## src/rtl/icosoc_mod_pwmseq.sv

```systemverilog
// icosoc_mod_pwmseq: bus-mastering PWM duty sequencer driven from a software-loaded table.
// Define ICOSOC_PWMSEQ_TABLE_RD_EN to make table entries readable over the control bus.
module icosoc_mod_pwmseq #(
  parameter int DEPTH = 16
) (
  input  logic        clk,
  input  logic        resetn,
  input  logic        ctrl_wr,
  input  logic        ctrl_rd,
  input  logic [15:0] ctrl_addr,
  input  logic [31:0] ctrl_wdat,
  output logic [31:0] ctrl_rdat,
  output logic        ctrl_done,
  output logic        pwm_wr,
  output logic [15:0] pwm_addr,
  output logic [31:0] pwm_wdat,
  input  logic        pwm_done
);
  localparam int IW = $clog2(DEPTH);
  localparam int LW = IW + 1;
  typedef enum logic [2:0] {IDLE, SET_MAX, SET_ON, LOAD, DWELL, STOP} state_t;
  state_t r_state, w_next;
  logic r_run, r_loop;
  logic [31:0] r_period, r_step, r_cnt;
  logic [LW-1:0] r_len;
  logic [IW-1:0] r_idx;
  logic [31:0] r_tab [DEPTH];
  logic w_acc, w_we, w_thit, w_wst, w_ack, w_last;
  logic [13:0] w_toff;
  logic [IW-1:0] w_tidx;
  logic [31:0] w_rtab, w_rval;
  assign w_acc  = (ctrl_wr || ctrl_rd) && !ctrl_done;
  assign w_we   = w_acc && ctrl_wr;
  assign w_toff = ctrl_addr[15:2] - 14'h40;
  assign w_thit = ctrl_addr[15:8] != 8'h0 && w_toff < 14'(DEPTH) && ctrl_addr[1:0] == 2'b00;
  assign w_tidx = w_toff[IW-1:0];
  assign w_wst  = r_state inside {SET_MAX, SET_ON, LOAD};
  assign w_ack  = pwm_wr && pwm_done;
  assign w_last = LW'(r_idx) + LW'(1) >= r_len;
`ifdef ICOSOC_PWMSEQ_TABLE_RD_EN
  assign w_rtab = r_tab[w_tidx];
`else
  assign w_rtab = 32'h0;
`endif
  assign w_rval = ctrl_addr == 16'h0000 ? {30'h0, r_loop, r_run}
                : ctrl_addr == 16'h0004 ? r_period
                : ctrl_addr == 16'h0008 ? r_step
                : ctrl_addr == 16'h000c ? 32'(r_len)
                : ctrl_addr == 16'h0010 ? {16'h0, 8'(r_idx), 7'h0, r_state != IDLE}
                : w_thit ? w_rtab : 32'h0;
  // An issued PWM write is always allowed to finish before an abort takes effect
  always_comb begin
    w_next = r_state;
    case (r_state)
      IDLE: w_next = r_run && r_len != '0 ? SET_MAX : IDLE;
      SET_MAX, SET_ON, LOAD:
        if (!r_run && (!pwm_wr || pwm_done)) w_next = IDLE;
        else if (w_ack) w_next = r_state == SET_MAX ? SET_ON : r_state == SET_ON ? LOAD : DWELL;
      DWELL:
        if (!r_run) w_next = IDLE;
        else if (r_cnt == 32'h0) w_next = !w_last || (r_loop && r_len != '0) ? LOAD : STOP;
      STOP: w_next = IDLE;
      default: w_next = IDLE;
    endcase
  end
  always_ff @(posedge clk or negedge resetn)
    if (!resetn) r_state <= IDLE;
    else r_state <= w_next;
  // Entering a write state with pwm_wr low gives the mandatory idle gap before the request
  always_ff @(posedge clk or negedge resetn) begin
    if (!resetn) begin
      pwm_wr   <= 1'b0;
      pwm_addr <= 16'h0;
      pwm_wdat <= 32'h0;
      r_idx    <= '0;
      r_cnt    <= 32'h0;
    end else if (r_state == IDLE && w_next == SET_MAX) begin
      pwm_wr   <= 1'b1;
      pwm_addr <= 16'h0004;
      pwm_wdat <= r_period;
      r_idx    <= '0;
    end else if (w_wst && w_ack) begin
      pwm_wr <= 1'b0;
      r_cnt  <= r_step == 32'h0 ? 32'h0 : r_step - 32'h1;
    end else if (w_wst && !pwm_wr && r_run) begin
      pwm_wr   <= 1'b1;
      pwm_addr <= r_state == SET_ON ? 16'h0008 : 16'h000c;
      pwm_wdat <= r_state == SET_ON ? 32'h0 : r_tab[r_idx];
    end else if (r_state == DWELL) begin
      r_cnt <= r_cnt - 32'(r_cnt != 32'h0);
      if (w_next == LOAD) r_idx <= w_last ? '0 : r_idx + 1'b1;
    end
  end
  always_ff @(posedge clk or negedge resetn) begin
    if (!resetn) begin
      ctrl_done <= 1'b0;
      ctrl_rdat <= 32'h0;
      r_run     <= 1'b0;
      r_loop    <= 1'b0;
      r_period  <= 32'h0;
      r_step    <= 32'h0;
      r_len     <= '0;
    end else begin
      ctrl_done <= w_acc;
      ctrl_rdat <= w_acc && ctrl_rd ? w_rval : 32'h0;
      if (r_state == STOP) r_run <= 1'b0;
      if (w_we && ctrl_addr == 16'h0000) begin
        r_run  <= ctrl_wdat[0] && r_len != '0;
        r_loop <= ctrl_wdat[1];
      end
      if (w_we && ctrl_addr == 16'h0004) r_period <= ctrl_wdat;
      if (w_we && ctrl_addr == 16'h0008) r_step <= ctrl_wdat;
      if (w_we && ctrl_addr == 16'h000c) r_len <= ctrl_wdat > 32'(DEPTH) ? LW'(DEPTH) : LW'(ctrl_wdat);
    end
  end
  always_ff @(posedge clk)
    if (w_we && w_thit) r_tab[w_tidx] <= ctrl_wdat;
endmodule
```

## config.mk

```make
export PLATFORM = sky130hd
export DESIGN_NAME = icosoc_mod_pwmseq
export DESIGN_NICKNAME = d
export VERILOG_FILES = /design/src/rtl/icosoc_mod_pwmseq.sv
export SDC_FILE = /design/constraint.sdc
export NUM_CORES = 1
export LEC_CHECK = 0
export BUFFER_PORTS_ARGS = -buffer_cell sky130_fd_sc_hd__buf_4
export CORE_MARGIN = 4
export CORE_UTILIZATION = 65
export DETAILED_ROUTE_END_ITERATION = 10
export GPL_ROUTABILITY_DRIVEN = 0
export MAX_ROUTING_LAYER = met4
export PLACE_DENSITY = 0.9
export SYNTH_ARGS = -nofsm -noshare
export SYNTH_HDL_FRONTEND = slang
export SYNTH_SLANG_ARGS = --single-unit
```

## constraint.sdc

```tcl
create_clock -name clk -period 9.6 [get_ports clk]
set_input_delay 2.4 -clock clk [delete_from_list [all_inputs] [get_ports clk]]
set_output_delay 2.4 -clock clk [all_outputs]
set_load 0.01 [all_outputs]
```

==> metrics.md <==
| Metric | Value |
|---|---|
| First-pass GRT wire length | `115000 microns` |
| Die X | `216 microns` |
| Initial antenna violation count | `2` |
| Final setup fails | `0` |
| Worst R2R End | `r_cnt[8]` |
| Fmax | `0.189 GHz` |
| Worst Hold Path Cells | `2` |
| Seq cells post-synth | `690` |
| Crit path capture type | `flip-flop` |
| IO buf count | `120` |
| Req. time, crit path | `10.08 ns` |
| Seq. cell area | `19800 sq um` |
| H-Tree Depth | `3` |
| Clock Latency Late Sink | `0.62 ns` |
| Core area | `43000 sq um` |
| Classification of the worst setup path | `primary input to flip-flop` |
| Final instance area | `32000 sq um` |
| Crit-path max FO | `32` |
| Crit path largest cell delay | `1.02 ns` |
| Cell family with most CP delay | `simple AND/OR/NAND/NOR gates` |
| Synth warn | `0` |
| Dominant cell type by area after synthesis | `edfxtp_1` |
| Post_cts resized | `0` |
| Slew headroom | `20.1%` |
| Worst slew pin tran | `1.19 ns` |
| Max-cap check violation count | `0` |
| RSZ-0062 raised after global routing | `false` |
| Ys async rst share | `25.8%` |
| # DRC | `0` |
| All-Layer GR Usage | `34.6%` |
| Area contributors post-synth | `edfxtp_1, dfrtp_1, mux4_2, mux2_2, a22oi_1` |
| Syn Area/Cell | `18.0 sq um` |
| Status | `complete, no violations` |
| Pre-CTS setup slack | `3.80 ns` |
| Nets | `1761` |
| Post-synth EDFFs | `512` |
| Final wirelength | `77300 microns` |
| Post-Syn Area | `28200 sq um` |
| Bufs and invs on worst path | `1` |
| HPWL after DPL | `40900 microns` |
| Pins Over Slew Limit | `0` |
| Worst-path clk slew | `0.06 ns` |
| Startpoint types | `primary input` |
| Hold path start | `pwm_addr[2]` |
| Row Count | `76` |
| Starting Density | `65.5%` |
| Hold crit path type | `flip-flop to flip-flop` |
| Reg2Reg Depth | `10` |
| Hold_ws | `0.483 ns` |
| Crit share post-route | `55.0%` |
| Fin crit period | `5.28 ns` |
| Number of global-route vias before repair | `17283` |
| Most common flop cell mapped by yosys | `edfxtp_1` |
| CTS root buf | `clkbuf_16` |
| Syn-to-layout area delta | `13.7%` |
| Hold_buf cts | `0` |
| Longest Clk Path Bufs | `3` |
| Hold path endpoint | `pwm_addr[2]` |
| Fillers | `2236` |
| Max VDD drop | `0.133 mV` |
| Drt wl/cell | `33.0 microns` |
| CP cell instances | `buf_4 -> nor4_2 -> nand3_1 -> nor3_4 -> and2_2 -> mux2_2` |
| Global route overflow | `0` |
| Die height | `216 microns` |
| DIE AREA | `46700 sq um` |
| DR pass1 iterations | `6` |
| Reg2reg setup slack | `5.71 ns` |
| Largest net degree at the start of global routing | `91` |
| Critical path's slowest cell | `nor3_4` |
| Post-route insts no fill | `2340` |
| Share of the synthesized area in the top cell type | `54.6%` |
| Antenna Violating Nets Remaining | `0` |
| FF-to-FF Start | `r_cnt[17]` |
| Post-route setup TNS | `0 ns` |
| PwrDens | `188 nW/um^2` |
| Post-route setup slack | `4.32 ns` |
| Post CTS Setup Buffer Count | `0` |
| Area of the multi-input gates | `7920 sq um` |
| DR iter-0 viols | `3370` |
| Register area share after synthesis | `70.4%` |
| Clock tree from TritonCTS | `yes` |
| Synth top cells by count | `edfxtp_1, dfrtp_1, mux4_2` |
| Pleak | `11.2 nW` |
| Placed Instances | `2215` |
| Layout cells sized above 1 | `29.2%` |
| Synth Instances | `1563` |
| # clock sinks | `690` |
| CP arrival | `5.75 ns` |
| Vias/cell | `7.27` |
| Clk_skew | `0.0284 ns` |
| Cts bufs inserted | `67` |
| Final hold vios | `0` |
| Top-count cell post-synth | `edfxtp_1` |
| # IOs | `135` |
| Unique masters post-synth | `71` |
| Placed cell areas | `29800 sq um` |
| Routed vias | `17019` |
-- worst reg2reg max path, cell delays in order, from the launching register on --
cell       delay [ns]
dfrtp_1          0.42
nor4_2           0.45
nand4_1          0.36
nor3_1           0.87
nand2_1          0.12
ha_1             0.27
ha_1             0.25
nand4bb_1        0.54
nor2_1           0.12
xnor2_1          0.23
o22ai_1          0.12
-- final cells by class --
type	count	area share, %
antenna	1	0.00781
sequential	690	61.9
inverter	49	0.574
clock buffer	99	5.97
timing repair buffer	150	3.53
clock inverter	25	0.976
multi-input combinational	741	24.7
tap	585	2.28
-- cell usage in the layout (no fill, tap or decap), types with 9 or more instances in the layout --
cell type,count
mux2_2,53
nand2_1,28
a21oi_1,13
conb_1,14
a22oi_1,56
nand3_1,12
nor4_2,9
dfrtp_1,174
inv_1,49
o22ai_1,27
clkbuf_1,22
ha_1,9
mux4_2,161
nor3_1,35
edfxtp_1,512
buf_4,149
xor2_1,14
o21ai_0,41
nor2_4,17
mux2_1,13
nor4_1,23
clkbuf_16,69
nor2_1,51
or3_1,20
xnor2_1,41
-- flip-flops by register name (all words and copies together), names as in the netlist --
register,flops
ctrl_done,1
ctrl_rdat,32
pwm_addr,2
pwm_wdat,32
pwm_wr,1
r_cnt,32
r_idx,4
r_len,5
r_loop,1
r_period,32
r_run,1
r_state,3
r_step,32
r_tab,512
-- how the worst max path moves through the flow --
stage,start,endpoint,slack (ns),cells past startpoint
final,ctrl_addr[12],r_period[20],4.32,6
after global routing,ctrl_addr[12],r_period[20],4.20,6
after CTS,ctrl_addr[12],r_period[20],4.42,6
after detailed placement,ctrl_addr[12],r_period[13],3.80,6
after global placement,ctrl_addr[12],r_period[22],3.92,6
after floorplan,ctrl_addr[9],r_tab[15][0],4.53,4
-- layer usage --
layer | up-vias | GRT usage, % | wire length [microns]
li1 | 6487 | - | -
met1 | 8616 | 46.4 | 26700
met2 | 1588 | 52.8 | 37200
met3 | 328 | 7.12 | 9520
met4 | 0 | 15.4 | 3900
met5 | - | - | 0
-- metrics by stage --
stage          utilization, %  total power, mW
4_1_cts                  74.5             6.02
2_1_floorplan               -             3.29
3_5_place_dp             69.3             3.37
3_3_place_gp             69.3             3.36
5_1_grt                  74.5             6.18
6_report                 74.5             6.01
-- logic make-up after synthesis --
kind of cell	count (synthesis)	synth area share, %
other cells	1	0.0133
fa+ha+maj	9	0.400
simple gates	255	5.14
xor+xnor	55	1.71
compound gates	178	4.40
flops	690	70.4
mux	230	15.6
buf+inv	145	2.33
-- power breakdown --
| group | total, mW | leakage, nW | internal, mW | switching (mW) |
|---|---|---|---|---|
| clock network | 2.70 | 1.08 | 1.56 | 1.14 |
| logic | 0.102 | 3.20 | 0.0209 | 0.0813 |
| registers | 3.21 | 6.91 | 3.21 | 0.00150 |
(Power assumes the default switching activity.)
